$ cat config.mk
export PLATFORM = sky130hd
export DESIGN_NAME = instruction_fetch_stage
export DESIGN_NICKNAME = d
export VERILOG_FILES = /design/src/rtl/instruction_fetch_stage.sv
export SDC_FILE = /design/constraint.sdc
export NUM_CORES = 1
export LEC_CHECK = 0
export BUFFER_PORTS_ARGS = -buffer_cell sky130_fd_sc_hd__buf_4
export CAP_MARGIN = 20
export CORE_MARGIN = 8
export CORE_UTILIZATION = 44
export DETAILED_ROUTE_END_ITERATION = 8
export PLACE_DENSITY = 0.78
export SLEW_MARGIN = 20
export SYNTH_ARGS = -nofsm -noshare
export SYNTH_HDL_FRONTEND = slang
export SYNTH_SLANG_ARGS = --single-unit
export TNS_END_PERCENT = 20
$ cat constraint.sdc
create_clock -name clk -period 2.5 [get_ports clk]
set_input_delay 0.25 -clock clk [delete_from_list [all_inputs] [get_ports clk]]
set_output_delay 0.25 -clock clk [all_outputs]
set_load 0.02 [all_outputs]
$ cat src/rtl/instruction_fetch_stage.sv
// ---------------------------------------------------------------------------
// instruction_fetch_stage
//
// MIPS instruction fetch stage together with the IF/ID pipeline register.
// Holds the fetch PC, drives the instruction memory address straight from it,
// and latches the fetched word and its PC+4 into IF/ID for decode. Handles
// redirects from taken branches (EX), jumps and JR (ID). It also handles
// hazard stalls and inserts bubbles on redirects and instruction-memory misses.
//
// Ports
//   clk            rising-edge clock
//   reset          asynchronous reset, active-high
//   stall          hazard unit request: hold PC and IF/ID
//   branch_taken   taken branch resolved in EX
//   branch_target  branch destination from EX
//   jump           the instruction in IF/ID is J or JAL
//   jr             the instruction in IF/ID is JR
//   jr_target      rs value for JR
//   imem_addr      instruction memory byte address (equals pc)
//   imem_rdata     instruction word at imem_addr
//   imem_ready     imem_rdata is valid this cycle
//   pc             current fetch PC
//   ifid_instr     instruction handed to decode
//   ifid_pc4       PC+4 of ifid_instr (branch base / JAL link)
//   ifid_valid     ifid_instr is a real instruction (0 = bubble)
// ---------------------------------------------------------------------------
module instruction_fetch_stage #(
  parameter int                    DATA_WIDTH = 32,
  parameter logic [DATA_WIDTH-1:0] RESET_PC   = 32'h0040_0000,
  parameter logic [DATA_WIDTH-1:0] NOP_INSTR  = 32'h0000_0000
) (
  input  logic                  clk,
  input  logic                  reset,
  input  logic                  stall,
  input  logic                  branch_taken,
  input  logic [DATA_WIDTH-1:0] branch_target,
  input  logic                  jump,
  input  logic                  jr,
  input  logic [DATA_WIDTH-1:0] jr_target,
  output logic [DATA_WIDTH-1:0] imem_addr,
  input  logic [DATA_WIDTH-1:0] imem_rdata,
  input  logic                  imem_ready,
  output logic [DATA_WIDTH-1:0] pc,
  output logic [DATA_WIDTH-1:0] ifid_instr,
  output logic [DATA_WIDTH-1:0] ifid_pc4,
  output logic                  ifid_valid
);

  // Clears the two byte-offset bits so every fetch address is word aligned.
  localparam logic [DATA_WIDTH-1:0] ALIGN_MASK = ~DATA_WIDTH'(3);

  logic [DATA_WIDTH-1:0] pc_q, pc_d;
  logic [DATA_WIDTH-1:0] ifid_instr_q, ifid_instr_d;
  logic [DATA_WIDTH-1:0] ifid_pc4_q, ifid_pc4_d;
  logic                  ifid_valid_q, ifid_valid_d;

  logic [DATA_WIDTH-1:0] pc_plus4;
  logic [DATA_WIDTH-1:0] jump_target;

  // Sequential increment wraps naturally at the top of the address space.
  assign pc_plus4 = pc_q + DATA_WIDTH'(4);

  // J/JAL keep the upper nibble of the delay-slot PC and take the 26-bit
  // word index from the instruction itself.
  assign jump_target = {ifid_pc4_q[DATA_WIDTH-1:DATA_WIDTH-4], ifid_instr_q[25:0], 2'b00};

  // Next-state selection. The if/else order is the priority order: a taken
  // branch beats a stall because the instruction causing the stall is on the
  // wrong path anyway. A stall beats jump/jr so the jump is seen again once
  // the stall releases. jump/jr only act when IF/ID holds a real instruction.
  // Every redirect and every miss drops a bubble into IF/ID. ifid_pc4 keeps
  // its last value across bubbles.
  always_comb begin
    pc_d         = pc_q;
    ifid_instr_d = ifid_instr_q;
    ifid_pc4_d   = ifid_pc4_q;
    ifid_valid_d = ifid_valid_q;

    if (branch_taken) begin
      pc_d         = branch_target & ALIGN_MASK;
      ifid_instr_d = NOP_INSTR;
      ifid_valid_d = 1'b0;
    end else if (stall) begin
      pc_d = pc_q;
    end else if (jr && ifid_valid_q) begin
      pc_d         = jr_target & ALIGN_MASK;
      ifid_instr_d = NOP_INSTR;
      ifid_valid_d = 1'b0;
    end else if (jump && ifid_valid_q) begin
      pc_d         = jump_target;
      ifid_instr_d = NOP_INSTR;
      ifid_valid_d = 1'b0;
    end else if (imem_ready) begin
      pc_d         = pc_plus4;
      ifid_instr_d = imem_rdata;
      ifid_pc4_d   = pc_plus4;
      ifid_valid_d = 1'b1;
    end else begin
      ifid_instr_d = NOP_INSTR;
      ifid_valid_d = 1'b0;
    end
  end

  // PC and IF/ID registers. Reset may arrive at any point, including in the
  // middle of a redirect or a stall.
  always_ff @(posedge clk or posedge reset) begin
    if (reset) begin
      pc_q         <= RESET_PC;
      ifid_instr_q <= NOP_INSTR;
      ifid_pc4_q   <= '0;
      ifid_valid_q <= 1'b0;
    end else begin
      pc_q         <= pc_d;
      ifid_instr_q <= ifid_instr_d;
      ifid_pc4_q   <= ifid_pc4_d;
      ifid_valid_q <= ifid_valid_d;
    end
  end

  assign imem_addr  = pc_q;
  assign pc         = pc_q;
  assign ifid_instr = ifid_instr_q;
  assign ifid_pc4   = ifid_pc4_q;
  assign ifid_valid = ifid_valid_q;

endmodule
==> impl_metrics.env <==
export IMPL_status="complete, no violations"
export IMPL_num_io_pins=232
export IMPL_cts_tree="done"
export IMPL_start_kind="flop"
export IMPL_slowest_stage="or4_1"
export IMPL_via_per_inst=5.927
export IMPL_wl_per_cell_microns=22.23
export IMPL_avgSynthCellArea_sq_um=9.155
export IMPL_synth_warnings=0
export IMPL_r2r_setup_slack_ns=0.13
export IMPL_grt_start_max_net_pins=43
export IMPL_area_growth_pct=38.07
export IMPL_ys_ff_latch=93
export IMPL_fin_area_sq_um=7496
export IMPL_final_cell_mix="buf_4 (254), dfrtp_1 (92), a21oi_1 (56)"
export IMPL_path_depth=6
export IMPL_period_minus_slack_ns=2.375
export IMPL_placeableCoreArea_sq_um=12010
export IMPL_grt_usage_pct=25.46
export IMPL_max_vdd_ir_drop_v=0.0004499
export IMPL_synth_ff_type="dfrtp_1"
export IMPL_drc_errors=0
export IMPL_vias=5548
export IMPL_rr_endpoint="ifid_pc4[28]$_DFFE_PP0P_"
export IMPL_fmax_mhz=421.1
export IMPL_synth_cells=593
export IMPL_rows=40
export IMPL_tns_ns=0
export IMPL_fp_dieH_microns=127.1
export IMPL_r2r_start="imem_addr[3]$_DFFE_PP0P_"
export IMPL_synth_top_area_cell="dfrtp_1"
export IMPL_grt_pass1_wl_mm=32.58
export IMPL_setup_viol=0
export IMPL_worstSkewPairLatency_ns=0.35
export IMPL_slew_limit_headroom_pct=48.48
export IMPL_power_w=0.005216
export IMPL_path_cells="ha_1, nand4_1, or3_4, or4_1, xnor2_1, a21oi_1"
export IMPL_cts_sinks=93
export IMPL_layout_nets=888
export IMPL_n_antenna_cell=0
export IMPL_synth_edff_count=0
export IMPL_final_util_pct=62.41
export IMPL_rsz0062_at_grt="no"
export IMPL_synth_area_sq_um=5429
export IMPL_drt_iter0_drc=487
export IMPL_synthTopCellsByArea="dfrtp_1 (42%), a22o_1 (5.5%), a21oi_1 (5.2%)"
export IMPL_cts_max_path_buffers=2
export IMPL_reg2reg_depth=6
export IMPL_hold_class="in2async"
export IMPL_hpwl_mm=16.04
export IMPL_clk_pin_slew_ns=0.07
export IMPL_maxCapViolations=0
export IMPL_netlist_area_leader_share_pct=42.41
export IMPL_ys_types=64
export IMPL_crit_fanout=5
export IMPL_die_w_microns=127.1
export IMPL_initial_core_util_pct=45.20
export IMPL_placed_area_sq_um=7158
export IMPL_post_route_period_util_pct=95.00
export IMPL_grt_overflow_total=0
export IMPL_critPathMaxStageDelay_ns=0.60
export IMPL_cp_data_required_time_ns=2.73
export IMPL_worst_pin_slew_ns=0.7711
export IMPL_cts_root_buffer="clkbuf_16"
export IMPL_finalClockSkew_ns=0.004366
export IMPL_ctsHtreeMaxLevel=3
export IMPL_cts_made_buffers=9
export IMPL_post_cts_buffers=0
export IMPL_ys_seq_area_share_pct=42.89
export IMPL_antenna_found_initial=0
export IMPL_postRouteWirelength_mm=20.81
export IMPL_power_density_nw_per_um2=695.9
export IMPL_first_global_vias=5802
export IMPL_ant_nets=0
export IMPL_maxSlewViolCount=0
export IMPL_path_buf_inv=0
export IMPL_ys_async_sr_fraction_pct=100.0
export IMPL_port_buffers=221
export IMPL_cp_end_kind="flop"
export IMPL_final_common_cell="buf_4"
export IMPL_leakagePower_nw=3.455
export IMPL_drive_above_1_share_pct=37.26
export IMPL_crit_family="simple AND/OR/NAND/NOR gates"
export IMPL_drtPass1Iterations=5
export IMPL_place_gp_congestion=0.8707
export IMPL_dieArea_sq_um=16150
export IMPL_hold_violations=0
export IMPL_cp_arrival_ns=2.60
export IMPL_path_class="reg2reg"
flip-flops by register name, summed over array words and instances, names as in the netlist:
signal	flops
ifid_pc4	30
ifid_instr	32
ifid_valid	1
imem_addr	30
through the flow:
step	hold WS, ns	setup WS (ns)	instances
global route	0.08470	0.03599	936
CTS	0.05017	0.04769	936
finish	0.03407	0.1251	936
detailed placement	0.4177	0.1167	920
global placement	0.4071	0.1621	920
floorplan	0.3694	0.2617	598
repair_timing:
action                                  in CTS  in global routing
endpoints found under the setup margin       0                  8
hold buffers                                 0                  0
gates resized for setup                      0                  2
cells by family (layout without fill, tap and decap cells):
family,after synthesis,count (layout),synth area share (%)
flops,93,93,42.89
fa+ha+maj,1,1,0.2304
buf+inv,96,287,9.380
xor+xnor,27,27,4.356
simple gates,166,166,15.88
other cells,1,6,0.06907
mux,2,2,0.4148
compound gates,207,207,26.78
metal layers:
metal	track usage (%)	up-vias	wire length (microns)
met5	0	-	0
met4	10.08	0	533
met3	6.531	48	1878
met2	41.68	322	9995
met1	31.47	2647	8402
li1	-	2531	-
worst register-to-register path: cells and delay by family (launching register included):
kind / cells / cell delay (ns)
compound gates: 1 / 0.10
xor+xnor: 1 / 0.22
fa+ha+maj: 1 / 0.26
flops: 1 / 0.42
simple gates: 3 / 1.26
cell usage after synthesis, types with 7 or more instances:
master	number
a211oi_1	8
a21oi_1	56
a22o_1	34
and3_1	7
buf_4	37
clkbuf_1	39
dfrtp_1	92
inv_1	14
nand2_1	34
nand3_1	17
nand4_1	7
nor2_1	53
nor3_1	11
o21ai_0	23
o221ai_1	10
o22ai_1	8
o31ai_1	10
xnor2_1	20
xor2_1	7
worst max path at each step:
| stage | startpoint | end | slack, ns |
|---|---|---|---|
| floorplan | imem_addr[2]$_DFFE_PP0P_ | ifid_pc4[28]$_DFFE_PP0P_ | 0.26 |
| CTS | imem_addr[14]$_DFFE_PP0P_ | imem_addr[25]$_DFFE_PP0P_ | 0.05 |
| detailed placement | imem_addr[14]$_DFFE_PP0P_ | imem_addr[25]$_DFFE_PP0P_ | 0.12 |
| global placement | imem_addr[14]$_DFFE_PP0P_ | imem_addr[30]$_DFFE_PP0P_ | 0.16 |
| global route | imem_addr[3]$_DFFE_PP0P_ | ifid_pc4[28]$_DFFE_PP0P_ | 0.04 |
| finish | imem_addr[3]$_DFFE_PP0P_ | ifid_pc4[28]$_DFFE_PP0P_ | 0.13 |
power by group:
group	leakage, nW	switching (W)	internal, W
clock network	0.152	0.000602	0.000906
registers	1.13	0.000241	0.00172
logic	2.17	0.000990	0.000760
total	3.45	0.00183	0.00338
area by class of cell:
class | instances | area, sq um
clock buffers | 11 | 242.7
clock inverters | 5 | 83.83
fillers | 1038 | 4516
inverters | 14 | 56.30
multi-input cells | 409 | 2634
flip-flops and latches | 93 | 2328
well taps | 147 | 183.9
repair buffers | 257 | 1967
No activity file was read; power rests on OpenSTA's default activity.
